$ cat config.mk
export PLATFORM = sky130hd
export DESIGN_NAME = divider_iterative
export DESIGN_NICKNAME = d
export VERILOG_FILES = /design/src/rtl/divider_iterative.sv
export SDC_FILE = /design/constraint.sdc
export NUM_CORES = 1
export LEC_CHECK = 0
export ABC_AREA = 1
export CAP_MARGIN = 0
export CORE_ASPECT_RATIO = 1.25
export CORE_MARGIN = 5
export CORE_UTILIZATION = 28
export DETAILED_ROUTE_END_ITERATION = 8
export HOLD_SLACK_MARGIN = 0.05
export PLACE_DENSITY = 0.48
export SLEW_MARGIN = 30
export SYNTH_ARGS = -nofsm -noshare
export SYNTH_HDL_FRONTEND = slang
export SYNTH_SLANG_ARGS = --single-unit
$ cat constraint.sdc
create_clock -name clk -period 6 [get_ports clk]
set_clock_uncertainty 0.15 [all_clocks]
set_input_delay 0.6 -clock clk [delete_from_list [all_inputs] [get_ports clk]]
set_output_delay 0.6 -clock clk [all_outputs]
set_load 0.02 [all_outputs]
$ cat src/rtl/divider_iterative.sv
// Iterative radix-2 restoring divider with RISC-V M semantics (DIV/DIVU/REM/REMU).
// One quotient bit per cycle; divide-by-zero and signed overflow bypass the iteration loop.
module divider_iterative #(
    parameter int WIDTH = 32
) (
    input  logic             clk,
    input  logic             rst,
    input  logic             flush,
    input  logic             req_valid,
    output logic             req_ready,
    input  logic [WIDTH-1:0] div_a,
    input  logic [WIDTH-1:0] div_b,
    input  logic [1:0]       div_type,
    output logic             resp_valid,
    input  logic             resp_ready,
    output logic [WIDTH-1:0] div_r,
    output logic [1:0]       dbg_state
);

    // Handshake: a request transfers on a rising edge where req_valid & req_ready;
    // a response transfers on a rising edge where resp_valid & resp_ready. Neither
    // side may retract valid before its transfer, and flush overrides both.

    localparam int CW = $clog2(WIDTH) + 1;
    localparam logic [CW-1:0]    LAST_ITER = CW'(WIDTH - 1);
    localparam logic [WIDTH-1:0] ZERO      = '0;
    localparam logic [WIDTH-1:0] ALL_ONES  = '1;
    localparam logic [WIDTH-1:0] MOST_NEG  = {1'b1, {(WIDTH-1){1'b0}}};

    typedef enum logic [1:0] {
        IDLE = 2'd0,
        CALC = 2'd1,
        DONE = 2'd2
    } state_e;

    state_e           state_q, state_d;
    logic [CW-1:0]    cnt_q, cnt_d;
    logic [WIDTH-1:0] rem_q, rem_d;
    logic [WIDTH-1:0] quo_q, quo_d;
    logic [WIDTH-1:0] b_q, b_d;
    logic             is_rem_q, is_rem_d;
    logic             neg_q_q, neg_q_d;
    logic             neg_r_q, neg_r_d;
    logic [WIDTH-1:0] result_q, result_d;

    logic             accept;
    logic             op_signed;
    logic             a_neg;
    logic             b_neg;
    logic [WIDTH-1:0] a_mag;
    logic [WIDTH-1:0] b_mag;
    logic [WIDTH:0]   rem_shift;
    logic [WIDTH:0]   diff;
    logic [WIDTH-1:0] q_step;
    logic [WIDTH-1:0] r_step;
    logic [WIDTH-1:0] q_fix;
    logic [WIDTH-1:0] r_fix;

    // Operand magnitudes; the most-negative value maps onto its own bit pattern,
    // which is the correct unsigned magnitude.
    always_comb begin
        op_signed = ~div_type[0];
        a_neg     = op_signed & div_a[WIDTH-1];
        b_neg     = op_signed & div_b[WIDTH-1];
        a_mag     = a_neg ? (ZERO - div_a) : div_a;
        b_mag     = b_neg ? (ZERO - div_b) : div_b;
    end

    // One restoring step: the dividend bits shift out of quo_q into the partial
    // remainder while quotient bits shift in at the bottom.
    always_comb begin
        rem_shift = {rem_q, quo_q[WIDTH-1]};
        diff      = rem_shift - {1'b0, b_q};
        q_step    = {quo_q[WIDTH-2:0], ~diff[WIDTH]};
        r_step    = diff[WIDTH] ? rem_shift[WIDTH-1:0] : diff[WIDTH-1:0];
        q_fix     = neg_q_q ? (ZERO - q_step) : q_step;
        r_fix     = neg_r_q ? (ZERO - r_step) : r_step;
    end

    assign accept = req_valid & (state_q == IDLE);

    always_comb begin
        state_d  = state_q;
        cnt_d    = cnt_q;
        rem_d    = rem_q;
        quo_d    = quo_q;
        b_d      = b_q;
        is_rem_d = is_rem_q;
        neg_q_d  = neg_q_q;
        neg_r_d  = neg_r_q;
        result_d = result_q;

        case (state_q)
            IDLE: begin
                if (accept) begin
                    is_rem_d = div_type[1];
                    neg_q_d  = a_neg ^ b_neg;
                    neg_r_d  = a_neg;
                    b_d      = b_mag;
                    quo_d    = a_mag;
                    rem_d    = ZERO;
                    cnt_d    = '0;
                    if (div_b == ZERO) begin
                        result_d = div_type[1] ? div_a : ALL_ONES;
                        state_d  = DONE;
                    end else if (op_signed && (div_a == MOST_NEG) && (div_b == ALL_ONES)) begin
                        result_d = div_type[1] ? ZERO : div_a;
                        state_d  = DONE;
                    end else begin
                        state_d  = CALC;
                    end
                end
            end
            CALC: begin
                rem_d = r_step;
                quo_d = q_step;
                cnt_d = cnt_q + 1'b1;
                if (cnt_q == LAST_ITER) begin
                    result_d = is_rem_q ? r_fix : q_fix;
                    state_d  = DONE;
                end
            end
            DONE: begin
                if (resp_ready) begin
                    state_d = IDLE;
                end
            end
            default: begin
                state_d = IDLE;
            end
        endcase

        // Abort wins over both handshakes and drops any pending result.
        if (flush) begin
            state_d  = IDLE;
            cnt_d    = '0;
            result_d = ZERO;
        end
    end

    always_ff @(posedge clk or negedge rst) begin
        if (!rst) begin
            state_q  <= IDLE;
            cnt_q    <= '0;
            rem_q    <= '0;
            quo_q    <= '0;
            b_q      <= '0;
            is_rem_q <= 1'b0;
            neg_q_q  <= 1'b0;
            neg_r_q  <= 1'b0;
            result_q <= '0;
        end else begin
            state_q  <= state_d;
            cnt_q    <= cnt_d;
            rem_q    <= rem_d;
            quo_q    <= quo_d;
            b_q      <= b_d;
            is_rem_q <= is_rem_d;
            neg_q_q  <= neg_q_d;
            neg_r_q  <= neg_r_d;
            result_q <= result_d;
        end
    end

    assign req_ready  = (state_q == IDLE);
    assign resp_valid = (state_q == DONE);
    assign div_r      = result_q;
    assign dbg_state  = state_q;

endmodule
==> flow_summary.json <==
{
  "tightest_slew_ns": 0.869,
  "start_kind": "flip-flop",
  "drc": 0,
  "synth_warnings": 0,
  "clk-insertion-delay-late_ns": 0.46,
  "whs_ns": 0.334,
  "ir_drop_mv": 0.283,
  "crit_slowest_cell": "fa_1",
  "crit_top_cell": "nand2_1",
  "vias": 13500,
  "synth-edff-count": 0,
  "synth_top_area_cell": "dfrtp_1",
  "pwr_density_cell_nw_per_um2": 674,
  "total_power_mw": 10.1,
  "grt_max_degree": 80,
  "timing.rr.end": "div_r[30]$_DFFE_PN0P_",
  "postCtsSetupBuffers": 0,
  "layout.nets": 2227,
  "grt_usage": 0.193,
  "async_reset_ff_frac": 1.00,
  "path_max_fanout": 36,
  "grt_pass1_wl_um": 76600,
  "r2r_slack_ns": 0.99,
  "whs_path_depth": 2,
  "pre_cts_slack_ns": 1.06,
  "synth_top_area_frac": 0.271,
  "cp.required_ns": 6.25,
  "hpwl_um": 38400,
  "io_pins": 107,
  "diodes": 0,
  "placed_cells": 2675,
  "setup_slack_ns": 0.988,
  "post-route-util": 0.333,
  "synth.net_count": 2154,
  "finalMaxSlewViolations": 0,
  "rsz0062_at_grt": "no",
  "reg2reg_from": "quo_q[31]$_DFFE_PN0P_",
  "arrival_ns": 5.26,
  "hold_path_class": "reg -> reg",
  "ys_top_cells_by_area": "dfrtp_1 (27%), nand2_1 (18%), inv_1 (7.2%), o21ai_0 (5.4%), nand3_1 (5.3%)",
  "routed_via_density": 4.98,
  "grt_pass1_vias": 13500,
  "swShare": 0.575,
  "placed_cell_area_um2": 14400,
  "period_needed_ns": 5.01,
  "synthToLayoutAreaGrowth_pct": 17.2,
  "clkPwrFrac": 0.111,
  "cts_tree": "done",
  "portBuffers": 106,
  "pwr-share-seq": 0.171,
  "setup_tns_ns": 0,
  "hold_end": "b_q[27]$_DFFE_PN0P_",
  "crit_path_end_kind": "flip-flop",
  "drt_wl_total_um": 48800,
  "gp_congestion": 0.905,
  "syn_area_um2": 12800,
  "clock-sinks": 139,
  "setup_viol_count_final": 0,
  "grt_overflow_total": 0,
  "initial_utilization": 0.284,
  "avgSynthCellArea_um2": 6.27,
  "max_freq_mhz": 200,
  "die_x_um": 201,
  "cts-htree-levels": 4,
  "p_sw_mw": 5.83,
  "ys_ff_latch": 139,
  "min_period_over_period": 0.835,
  "clk_pin_slew_ns": 0.06,
  "postRouteAntennaNets": 0,
  "max_stage_delay_ns": 0.42,
  "instances_no_fill": 2707,
  "internal_power_mw": 4.31,
  "drive_above_1_share": 0.0709,
  "p_comb_frac": 0.718,
  "reg2reg_depth": 31,
  "ys_seq_area_frac": 0.271,
  "die_h_um": 249,
  "row_count": 87,
  "timing.slew.headroom": 0.420,
  "final_area_um2": 15000,
  "drt_iter0_markers": 863,
  "syn_inst": 2044,
  "cts_buffer_depth": 2,
  "cap_violations": 0,
  "firstDrtPassIters": 5,
  "outcome": "finished, final reports clean",
  "numCtsBuffers": 17,
  "p_leak_nw": 7.24,
  "synth_flop_cell": "dfrtp_1",
  "cts_root_buffer": "clkbuf_16",
  "synth_cell_type_count": 53,
  "antenna_found_initial": 0,
  "finalHoldViolations": 0,
  "wl_per_cell_um": 18.0,
  "die-area_um2": 50200,
  "core_um2": 45200,
  "min-delay-start": "b_q[27]$_DFFE_PN0P_",
  "critPathKind": "reg -> reg"
}
-- registers in the layout (all words and copies together), names as in the netlist --
signal	count
b_q	32
div_r	32
quo_q	32
rem_q	32
cnt_q	6
dbg_state	2
is_rem_q	1
neg_q_q	1
neg_r_q	1
-- routing by layer --
layer	vias to the layer above	part of all wire	GRT usage	wire, um
li1	6819	-	-	-
met1	6275	0.43	0.239	21100
met2	306	0.50	0.337	24200
met3	72	0.034	0.0257	1650
met4	0	0.037	0.0791	1820
met5	-	0	0	0
-- power groups by stage --
stage	Combinational, mW	Sequential [mW]	Clock (mW)
global route	8.16	1.78	1.19
CTS	7.29	1.73	1.15
floorplan	5.19	1.73	0
finish	7.28	1.73	1.12
detailed placement	7.24	1.73	0
global placement	7.23	1.73	0
-- worst max-delay path by stage --
stage / startpoint / cells past startpoint / endpoint / slack, ns
after floorplan: quo_q[31]$_DFFE_PN0P_ / 32 / div_r[30]$_DFFE_PN0P_ / 1.86
final: quo_q[31]$_DFFE_PN0P_ / 31 / div_r[30]$_DFFE_PN0P_ / 0.99
after CTS: quo_q[31]$_DFFE_PN0P_ / 31 / div_r[30]$_DFFE_PN0P_ / 0.96
after global routing: quo_q[31]$_DFFE_PN0P_ / 31 / div_r[30]$_DFFE_PN0P_ / 0.40
after detailed placement: quo_q[31]$_DFFE_PN0P_ / 31 / div_r[30]$_DFFE_PN0P_ / 1.06
after global placement: quo_q[31]$_DFFE_PN0P_ / 31 / div_r[30]$_DFFE_PN0P_ / 1.06
-- Yosys cell counts (7+ instances only) --
library cell	count
o21ai_2	7
nand4_1	26
o21ai_0	139
o21ai_1	8
xnor2_1	12
nand3b_1	12
nand2_4	8
o211ai_1	9
nand2_1	621
nor2_2	9
ha_1	38
dfrtp_1	139
nor3_1	47
o21bai_1	8
nor2_1	172
xor2_1	50
clkbuf_1	53
nand3_1	136
o22ai_1	32
o31ai_1	8
a21oi_1	110
a22oi_1	30
inv_2	11
inv_1	246
buf_2	10
nand2_2	34
-- cell families after synthesis --
logic type | Yosys count | share of synthesized area
AND/OR/NAND/NOR | 1097 | 0.375
AO/OA/AOI/OAI | 375 | 0.169
adder cells (fa/ha/maj) | 39 | 0.0386
flip-flops | 139 | 0.271
buffers and inverters | 332 | 0.104
XOR/XNOR | 62 | 0.0423
-- area by class of cell --
class | instances | area [um^2]
timing repair buffer | 125 | 1220
sequential | 139 | 3480
clock inverter | 10 | 140
fill | 4957 | 30100
clock buffer | 21 | 460
tap | 578 | 723
inverter | 261 | 980
multi-input combinational | 1573 | 8030
-- cells in the final DEF (no fill, tap or decap), types with 5 or more instances in the layout --
cell,instances
clkdlybuf4s50_1,105
nor2_2,10
nand3_1,136
nor4_1,6
a21oi_1,110
nor3_2,6
nand2_1,620
xnor2_1,12
nor2_1,170
o21ai_0,139
clkbuf_16,17
buf_4,17
a22oi_1,30
ha_1,38
a31oi_1,5
o21bai_1,8
inv_1,245
nand4_1,26
o31ai_1,8
or2_2,6
o21ai_1,8
o21ai_2,7
nand2_4,8
dfrtp_1,139
nand3b_1,12
nand3_2,5
nand2_2,35
inv_2,13
o211ai_1,9
xor2_1,50
nor3_1,47
o22ai_1,32
-- what timing repair did --
item / in CTS / in global routing
endpoints found under the hold margin: 58 / 0
resized for setup: 0 / 0
hold buffers: 1 / 0
-- critical path: cells and delay by family (launching register included) --
family / cells / cell delay (ns)
AND/OR/NAND/NOR: 21 / 2.71
adder cells (fa/ha/maj): 3 / 0.81
AO/OA/AOI/OAI: 3 / 0.48
flip-flops: 1 / 0.38
buffers and inverters: 4 / 0.37
Power figures use the tool's default switching activity.
